--- src/rtl/regfile_wb_arbiter.sv ---
// Two-requester writeback arbiter onto the single regfile write port.
// Accept-to-RegWrite latency 1 cycle uncontended; per-side Ready drops on full FIFO or cross-side same-register hazard.

// Generic FIFO with per-slot valid bits, exposing every entry for hazard lookup.
// Latency: push visible at head the cycle after the edge; no pass-through.
// Backpressure: caller must not push when full; pop only when non-empty.
module regfile_wb_fifo #(
    parameter int DEPTH = 2,
    parameter int W     = 37
) (
    input  logic                      clk,
    input  logic                      rst_n,
    input  logic                      push_vld,
    input  logic [W-1:0]              push_dat,
    input  logic                      pop,
    output logic                      full,
    output logic                      empty,
    output logic [W-1:0]              head_dat,
    output logic [DEPTH-1:0]          ent_vld,
    output logic [DEPTH-1:0][W-1:0]   ent_dat
);
    localparam int PW = (DEPTH > 1) ? $clog2(DEPTH) : 1;

    logic [DEPTH-1:0][W-1:0] mem_q, mem_d;
    logic [DEPTH-1:0]        vld_q, vld_d;
    logic [PW-1:0]           wr_ptr_q, wr_ptr_d;
    logic [PW-1:0]           rd_ptr_q, rd_ptr_d;

    // Push and pop never target the same slot: push needs a free slot, pop a valid one.
    always_comb begin
        mem_d    = mem_q;
        vld_d    = vld_q;
        wr_ptr_d = wr_ptr_q;
        rd_ptr_d = rd_ptr_q;
        if (push_vld) begin
            mem_d[wr_ptr_q] = push_dat;
            vld_d[wr_ptr_q] = 1'b1;
            wr_ptr_d        = wr_ptr_q + PW'(1);
        end
        if (pop) begin
            vld_d[rd_ptr_q] = 1'b0;
            rd_ptr_d        = rd_ptr_q + PW'(1);
        end
    end

    always_ff @(posedge clk or negedge rst_n) begin
        if (!rst_n) begin
            mem_q    <= '0;
            vld_q    <= '0;
            wr_ptr_q <= '0;
            rd_ptr_q <= '0;
        end else begin
            mem_q    <= mem_d;
            vld_q    <= vld_d;
            wr_ptr_q <= wr_ptr_d;
            rd_ptr_q <= rd_ptr_d;
        end
    end

    assign full     = &vld_q;
    assign empty    = ~|vld_q;
    assign head_dat = mem_q[rd_ptr_q];
    assign ent_vld  = vld_q;
    assign ent_dat  = mem_q;
endmodule

// Round-robin drain of the A (ALU) and B (load) writeback FIFOs into registered port outputs.
// Latency: accept at edge k -> RegWrite high k+1..k+2. Backpressure: X_Ready = !full && !hazard.
module regfile_wb_arbiter #(
    parameter int DEPTH = 2,
    parameter int DW    = 32,
    parameter int AW    = 5
) (
    input  logic          Clk,
    input  logic          Rst_n,
    input  logic          A_Valid,
    output logic          A_Ready,
    input  logic [AW-1:0] A_Reg,
    input  logic [DW-1:0] A_Data,
    input  logic          B_Valid,
    output logic          B_Ready,
    input  logic [AW-1:0] B_Reg,
    input  logic [DW-1:0] B_Data,
    output logic          RegWrite,
    output logic [AW-1:0] WriteRegister,
    output logic [DW-1:0] WriteData,
    output logic [31:0]   Pending,
    output logic          Busy
);
    typedef struct packed {
        logic [AW-1:0] rd;
        logic [DW-1:0] dat;
    } wb_t;

    localparam int EW = AW + DW;

    typedef enum logic {
        LAST_A = 1'b0,
        LAST_B = 1'b1
    } rr_e;

    wb_t                      a_in, b_in, a_head, b_head;
    logic                     a_full, a_empty, b_full, b_empty;
    logic [DEPTH-1:0]         a_ent_vld, b_ent_vld;
    logic [DEPTH-1:0][EW-1:0] a_ent, b_ent;
    logic                     a_hit, b_hit;
    logic                     a_zero, b_zero;
    logic                     a_rdy, b_rdy;
    logic                     a_push, b_push;
    logic                     gnt_a, gnt_b;

    rr_e                      rr_q, rr_d;
    logic                     reg_write_q, reg_write_d;
    logic [AW-1:0]            wr_reg_q, wr_reg_d;
    logic [DW-1:0]            wr_dat_q, wr_dat_d;

    assign a_in = '{rd: A_Reg, dat: A_Data};
    assign b_in = '{rd: B_Reg, dat: B_Data};

    regfile_wb_fifo #(.DEPTH(DEPTH), .W(EW)) u_fifo_a (
        .clk      (Clk),
        .rst_n    (Rst_n),
        .push_vld (a_push),
        .push_dat (a_in),
        .pop      (gnt_a),
        .full     (a_full),
        .empty    (a_empty),
        .head_dat (a_head),
        .ent_vld  (a_ent_vld),
        .ent_dat  (a_ent)
    );

    regfile_wb_fifo #(.DEPTH(DEPTH), .W(EW)) u_fifo_b (
        .clk      (Clk),
        .rst_n    (Rst_n),
        .push_vld (b_push),
        .push_dat (b_in),
        .pop      (gnt_b),
        .full     (b_full),
        .empty    (b_empty),
        .head_dat (b_head),
        .ent_vld  (b_ent_vld),
        .ent_dat  (b_ent)
    );

    // A request stalls behind any queued B write to the same register, and vice versa.
    always_comb begin
        a_hit = 1'b0;
        b_hit = 1'b0;
        for (int i = 0; i < DEPTH; i++) begin
            if (b_ent_vld[i] && (b_ent[i][EW-1 -: AW] == A_Reg)) a_hit = 1'b1;
            if (a_ent_vld[i] && (a_ent[i][EW-1 -: AW] == B_Reg)) b_hit = 1'b1;
        end
    end

    assign a_zero = (A_Reg == '0);
    assign b_zero = (B_Reg == '0);

    // Simultaneous same-register requests resolve in A's favour.
    assign a_rdy = Rst_n && !a_full && (a_zero || !a_hit);
    assign b_rdy = Rst_n && !b_full &&
                   (b_zero || !(b_hit || (A_Valid && a_rdy && (A_Reg == B_Reg))));

    assign a_push = A_Valid && a_rdy && !a_zero;
    assign b_push = B_Valid && b_rdy && !b_zero;

    assign A_Ready = a_rdy;
    assign B_Ready = b_rdy;

    assign gnt_a = !a_empty && (b_empty || (rr_q == LAST_B));
    assign gnt_b = !b_empty && !gnt_a;

    always_comb begin
        rr_d        = rr_q;
        reg_write_d = gnt_a || gnt_b;
        wr_reg_d    = wr_reg_q;
        wr_dat_d    = wr_dat_q;
        if (gnt_a) begin
            rr_d     = LAST_A;
            wr_reg_d = a_head.rd;
            wr_dat_d = a_head.dat;
        end else if (gnt_b) begin
            rr_d     = LAST_B;
            wr_reg_d = b_head.rd;
            wr_dat_d = b_head.dat;
        end
    end

    always_ff @(posedge Clk or negedge Rst_n) begin
        if (!Rst_n) begin
            rr_q        <= LAST_B;
            reg_write_q <= 1'b0;
            wr_reg_q    <= '0;
            wr_dat_q    <= '0;
        end else begin
            rr_q        <= rr_d;
            reg_write_q <= reg_write_d;
            wr_reg_q    <= wr_reg_d;
            wr_dat_q    <= wr_dat_d;
        end
    end

    assign RegWrite      = reg_write_q;
    assign WriteRegister = wr_reg_q;
    assign WriteData     = wr_dat_q;

    // Register 0 never enters a FIFO, so starting at 1 keeps Pending[0] low.
    always_comb begin
        Pending = '0;
        for (int r = 1; r < 32; r++) begin
            if (reg_write_q && (wr_reg_q == AW'(r))) Pending[r] = 1'b1;
            for (int i = 0; i < DEPTH; i++) begin
                if (a_ent_vld[i] && (a_ent[i][EW-1 -: AW] == AW'(r))) Pending[r] = 1'b1;
                if (b_ent_vld[i] && (b_ent[i][EW-1 -: AW] == AW'(r))) Pending[r] = 1'b1;
            end
        end
    end

    assign Busy = !a_empty || !b_empty || reg_write_q;
endmodule

--- config.mk ---
export PLATFORM = sky130hd
export DESIGN_NAME = regfile_wb_arbiter
export DESIGN_NICKNAME = d
export VERILOG_FILES = /design/src/rtl/regfile_wb_arbiter.sv
export SDC_FILE = /design/constraint.sdc
export NUM_CORES = 1
export LEC_CHECK = 0
export CORE_AREA = 2 2 141 156
export DETAILED_ROUTE_END_ITERATION = 12
export DIE_AREA = 0 0 143 158
export PLACE_DENSITY = 0.73
export SLEW_MARGIN = 20
export SYNTH_ARGS = -nofsm -noshare
export SYNTH_HDL_FRONTEND = slang
export SYNTH_SLANG_ARGS = --single-unit
export TNS_END_PERCENT = 5
--- constraint.sdc ---
create_clock -name Clk -period 3.86 [get_ports Clk]
set_input_delay 0.772 -clock Clk [delete_from_list [all_inputs] [get_ports Clk]]
set_output_delay 0.772 -clock Clk [all_outputs]
set_load 0.005 [all_outputs]
==> Word-level counts from Yosys, hierarchy flattened <==
Cells that the tools add are included.
{ "word_totals": {"ramBits": 0, "out_inout_bits": 73, "n_memories": 0, "latchBits": 0, "elab_cells": 575, "romBits": 0, "register_bits": 195} }
{ "classes": {"n_addsub": 4, "order_cmp": 8, "muxes": 187, "eq_ne": 160, "shift": 0, "div": 0, "mul": 0, "bitwise_logic": 6, "reduce_logical": 196} }
{ "op_table": {"columns": ["operator", "n"], "rows": [
  ["equality test 5 bit, second input constant", 80],
  ["two-way mux 37 bit", 6],
  ["equality test 5 x 4 -> 1 bit, second input constant", 40],
  ["logical AND 1 bit", 174],
  ["two-way mux 1 bit", 165],
  ["bitwise mux 74 bit", 2],
  ["equality test 5 x 3 -> 1 bit, second input constant", 20],
  ["demux 37 bit (select 1 bit)", 2],
  ["two-way mux 32 bit", 2],
  ["equality test 5 x 2 -> 1 bit, second input constant", 10],
  ["equality test 5 x 1 -> 1 bit, second input constant", 5],
  ["equality test 5 bit", 5],
  ["zero test 5 bit", 2],
  ["two-way mux 5 bit", 2],
  ["zero test 1 bit", 8],
  ["< comparator 1 x 2 -> 1 bit, second input constant", 4],
  ["two-way mux 2 bit", 4],
  ["logical OR 1 bit", 7],
  ["adder 1 bit, second input constant", 4],
  ["AND 2 bit", 2],
  ["demux 1 bit (select 1 bit)", 4],
  ["greater-or-equal comparator 1 bit, second input constant", 4],
  ["inverter 2 bit", 2],
  ["OR 2 bit", 2],
  ["3 further kinds", 5]
]} }

==> Depth between registers and ports, before layout <==
{ "logic_depth": {"word_depth": 18, "mapped_depth": 9, "mapped_depth_nobuf": 6} }

==> Cells and area by module <==
A second synthesis with hierarchy kept.
{ "unflattened": {"hier_cells": 882, "hier_area_um2": 10675.2} }
{ "by_module_without_submodules": {"columns": ["module", "area_per_inst_um2", "instances", "cells_per_inst"], "rows": [
  ["regfile_wb_fifo", 3573.4, 2, 210],
  ["regfile_wb_arbiter", 3528.4, 1, 462]
]} }

==> Worst setup path after synthesis <==
No wires, ideal clock.
{ "synth_path": {"kind": "input to output", "startpoint": "input A_Reg[2]", "endpoint": "output B_Ready", "required_ps": 3088, "arrival_ps": 2258, "cell_stages": 7, "slack_ps": 830, "cell_sequence": "buf_2 or4_1 nor2_2 inv_1 a2111oi_4 o22a_1 nor2_1"} }
{ "synth_via": {"elab_chain_cells": 13, "elab_cells_between_ends": 17, "classes_between": "eq/ne (3); mux (2); reduce/logical (12)"} }
{ "synth_rtl": {"columns": ["item", "line", "source"], "rows": [
  ["from (decl)", "78", "input logic [AW-1:0] A_Reg,"],
  ["equality test 5 bit", "151", "if (b_ent_vld[i] && (b_ent[i][EW-1 -: AW] == A_Reg)) a_hit = 1'b1;"],
  ["logical AND 1 bit", "151", null],
  ["two-way mux 1 bit (2 in a row)", "151", null],
  ["zero test 1 bit", "160", "assign a_rdy = Rst_n && !a_full && (a_zero || !a_hit);"],
  ["logical OR 1 bit", "160", null],
  ["logical AND 1 bit", "160", null],
  ["logical AND 1 bit", "162", "(b_zero || !(b_hit || (A_Valid && a_rdy && (A_Reg == B_Reg))));"],
  ["logical AND 1 bit *", "162", null],
  ["logical OR 1 bit *", "162", null],
  ["zero test 1 bit *", "162", null],
  ["logical OR 1 bit *", "162", null],
  ["logical AND 1 bit *", "161", "assign b_rdy = Rst_n && !b_full &&"],
  ["to (decl)", "81", "output logic B_Ready,"]
]} }
Every way passes the cells marked *; elsewhere a longest branch is shown, timed or not.

==> Worst setup path in the final report <==
Ends and elaborated chain as after synthesis.

==> impl_summary.txt <==
----------------------------------------------------
[Status]
  Result of the run ... finished, final reports clean

[STA]
  Min Tclk post-route ... 3754 ps
  Final Hold Vio Count ... 0
  Max_slew headroom ... 25.95%
  Total Neg Setup Slack ... 0 ps
  Layout Skew ... 8.714 ps
  Final clock period utilization by the worst path ... 97.26%
  Slew Limit Fails ... 0
  Worst-Margin Slew ... 1111 ps
  Fmax achieved ... 0.2664 GHz
  Number of setup violations in the final report ... 0
  Post-layout worst setup margin ... 105.9 ps
  Unrepaired setup endpoints after global routing ... false

[Worst setup path]
  WP data required ... 3090 ps
  Critical path peak fanout ... 2
  Largest stage delay on the critical path ... 520 ps
  Category of the most critical setup path ... input port to output pin
  Cell seen most often among critical-path stages ... sky130_fd_sc_hd__clkdlybuf4s50_1
  CP cell instances ... clkdlybuf4s50_1 -> or4_1 -> nor2_2 -> inv_1 -> a2111oi_4 -> o22a_1 -> nor2_1 -> clkdlybuf4s50_1
  Cell with the largest stage delay on the worst path ... sky130_fd_sc_hd__or4_1
  Critical Path Sink Type ... output pin
  Data arrival time of the worst path ... 2980 ps
  Nature of the critical path startpoint ... input port

[Placement]
  RePlAce Congestion ... 0.9389
  Estimated wirelength of the detail-placed design ... 19740 µm
  Setup WS pre-CTS ... -18.31 ps
  Cell Count Post-Placement ... 1340
  Port buffer count ... 149

[Die]
  Die Y-Extent ... 158 µm
  Ports ... 151
  Starting density of the core ... 48.99%
  Floorplan die area ... 22590 µm²
  Chip Width ... 143 µm
  Number of standard-cell rows in the floorplan ... 56
  Core ar. ... 21090 µm²

[Logic synthesis]
  Fraction of the mapped netlist area in compound gates ... 9.445%
  Number of synthesized register bits ... 195
  Basic-gate share of the synthesized area counting and, or, nand and nor cells ... 12.27%
  Number of nets produced by synthesis ... 1029
  Yosys cell types ... 56
  Mux share of post-synthesis cell area ... 24.44%
  Average footprint of a synthesized cell ... 10.86 µm²
  Part of the Yosys area used for sequential elements ... 47.24%
  Post-synthesis adder-cell area fraction ... 0%
  Post-synthesis instance area ... 10330 µm²
  Largest family of logic cells by synthesized area ... multiplexers
  Fraction of synthesized cell area in xor and xnor cells ... 2.519%
  Yosys warns ... 0
  Instance count of the mapped netlist ... 951

[Pwr]
  IR drop worst, VDD ... 0.0004287 V
  Pwr per Cell Area ... 853.2 nW/µm²
  Total Power ... 10.85 mW
  Leakage power of the design ... 5.240 nW

[Clock tree]
  Number of clock buffers inserted by TritonCTS ... 17
  Clk buf depth ... 2
  Hold-fix buffers, CTS ... 0
  H-tree level count ... 4
  Root Buffer ... sky130_fd_sc_hd__clkbuf_16
  Post-CTS Setup Bufs ... 0
  Number of sinks on the clock net ... 195
  TritonCTS clock tree ... done
  Worst skew pair latency ... 420 ps
  Register clock-pin slew on the reported worst setup and hold paths ... 70 ps

[Final layout]
  Area growth from synthesis to final layout ... 23.03%
  Most frequent cells in the layout ... sky130_fd_sc_hd__dfrtp_1 (192), sky130_fd_sc_hd__mux2_2 (161), sky130_fd_sc_hd__clkdlybuf4s50_1 (145), sky130_fd_sc_hd__nand2_1 (79), sky130_fd_sc_hd__nor2_1 (68)
  Filler Cell Count ... 1753
  Antenna diode instance count ... 0
  Most frequent standard cell in the layout excluding fill and tap cells ... sky130_fd_sc_hd__dfrtp_1
  Final standard cell count with taps included and fillers excluded ... 1372
  Final nets ... 1147
  Fraction of final layout cells with drive strength greater than 1 ... 23.94%

[Global route]
  Global-route congestion overflow total ... 0
  Largest net degree at the start of global routing ... 77
  Number of antenna violations at the first check in global routing ... 0
  First-pass GRT wire length ... 44910 µm
  Global router's overall resource usage ... 25.74%
  Via count of the first global-routing pass ... 8061

[Route]
  Detailed-route wire length per cell ... 20.52 µm
  DRC violations left ... 0
  Total wire length after detailed routing ... 28160 µm
  Via count ... 7896
  Detail Route Antenna Nets ... 0
  DRT Pass-1 Iters ... 7
  Per-cell via count in the routed design ... 5.755
  Drt initial violations ... 465

[Worst hold path]
  Worst min-delay path category ... input port to async pin

[Flow run]
  Max-Cap Viols ... 0

----------------------------------------------------
-- per-layer routing --
metal	wire [µm]	vias up	global-route usage, %
met5	0	-	0
met4	1086	0	10.94
met3	1545	76	4.779
met2	13770	300	43.15
met1	11760	3879	32.75
li1	-	3641	-
-- critical path, delay by kind of cell --
kind	cells	cell delay [ps]
AND/OR/NAND/NOR	3	680
buffers and inverters	3	980
AO/OA/AOI/OAI	2	540
-- path summary, 6_finish.rpt --
path | slack [ps] | cells past startpoint | endpoint | start
worst max register to register | 1140 | 8 | u_fifo_b.ent_dat[70] | u_fifo_b.ent_dat[32]
worst min register to register | 480 | 2 | WriteData[24] | WriteData[24]
worst min-delay path | 210 | 1 | WriteData[9] | Rst_n
min in group Clk | 480 | 2 | WriteData[24] | WriteData[24]
max in group asynchronous | 2060 | 3 | u_fifo_b.rd_ptr_q | Rst_n
worst max-delay path | 110 | 8 | B_Ready | A_Reg[2]
-- area by class of cell --
type | instances | area, µm² | area share (%)
Clock buffer | 19 | 442.9 | 3.484
Inverter | 4 | 15.01 | 0.1181
Clock inverter | 13 | 171.4 | 1.348
Sequential cell | 195 | 4883 | 38.42
Timing Repair Buffer | 181 | 1777 | 13.98
Multi-Input combinational cell | 670 | 5060 | 39.80
Tap cell | 290 | 362.8 | 2.854
-- kinds of logic (layout without fill, tap and decap cells) --
logic type	count (synthesis)	after routing
AOI/OAI and AO/OA	153	153
DFF	195	195
other	1	1
xor gates and xnor gates	28	28
buffers and inverters	86	217
muxes	222	222
and+or+nand+nor	266	266
-- power breakdown --
group          switching (mW)  total [mW]  internal, mW
logic                    2.18        4.77          2.59
clock network           0.802        1.85          1.05
registers                1.12        4.22          3.10
total                    4.10        10.8          6.74
-- per-stage QoR --
| step | utilization (%) | area [µm²] | hold slack (ps) |
|---|---|---|---|
| after floorplan | - | 10330 | 455.2 |
| after global placement | 57.34 | 12090 | 463.5 |
| after detailed placement | 57.34 | 12090 | 469.7 |
| after CTS | 60.25 | 12710 | 210.2 |
| after global routing | 60.28 | 12710 | 202.3 |
| final | 60.28 | 12710 | 214.7 |
-- timing repair --
action / in CTS / in global routing
setup endpoints to repair: 1 / 1
pin swaps: 1 / 2
resized for setup: 1 / 2
-- cell usage after synthesis, drive strengths merged --
master / n / area, µm²
o31ai: 2 / 15.01
nor4: 6 / 37.54
nand2b: 16 / 100.1
a32oi: 3 / 26.28
a31oi: 2 / 12.51
nand3b: 1 / 7.510
nand4: 8 / 50.05
conb: 1 / 3.750
o211ai: 1 / 7.510
nand3: 27 / 135.1
a2bb2oi: 1 / 8.760
or4b: 1 / 10.01
or4: 3 / 26.27
a21oi: 47 / 235.2
or2: 1 / 6.260
and3b: 1 / 8.760
dfstp: 1 / 26.28
o41ai: 1 / 8.760
nor3: 27 / 135.1
o22ai: 15 / 93.84
mux2: 185 / 2155
nor2b: 13 / 81.33
a22oi: 15 / 112.6
xnor2: 17 / 163.9
xor2: 11 / 96.34
o22a: 3 / 26.28
nand4b: 4 / 35.03
and2: 2 / 12.51
a211oi: 1 / 7.510
inv: 4 / 15.01
o21ai: 43 / 215.2
a221oi: 6 / 52.55
clkbuf: 49 / 183.9
nor2: 69 / 261.5
or3: 2 / 17.52
mux2i: 37 / 370.4
dfrtp: 194 / 4855
nand2: 79 / 296.5
o221ai: 6 / 52.55
nor4b: 1 / 8.760
buf: 33 / 220.2
o32ai: 4 / 53.81
a2111oi: 1 / 27.53
nor3b: 5 / 37.54
a32o: 2 / 20.02
-- sequential cells by signal, summed over array words and instances (netlist names) --
name               cells
WriteRegister          5
u_fifo_a.rd_ptr_q      1
u_fifo_a.wr_ptr_q      1
u_fifo_a.ent_vld       2
RegWrite               1
u_fifo_a.ent_dat      74
WriteData             32
u_fifo_b.ent_vld       2
u_fifo_b.ent_dat      74
rr_q                   1
u_fifo_b.wr_ptr_q      1
u_fifo_b.rd_ptr_q      1
(Power assumes the default switching activity.)
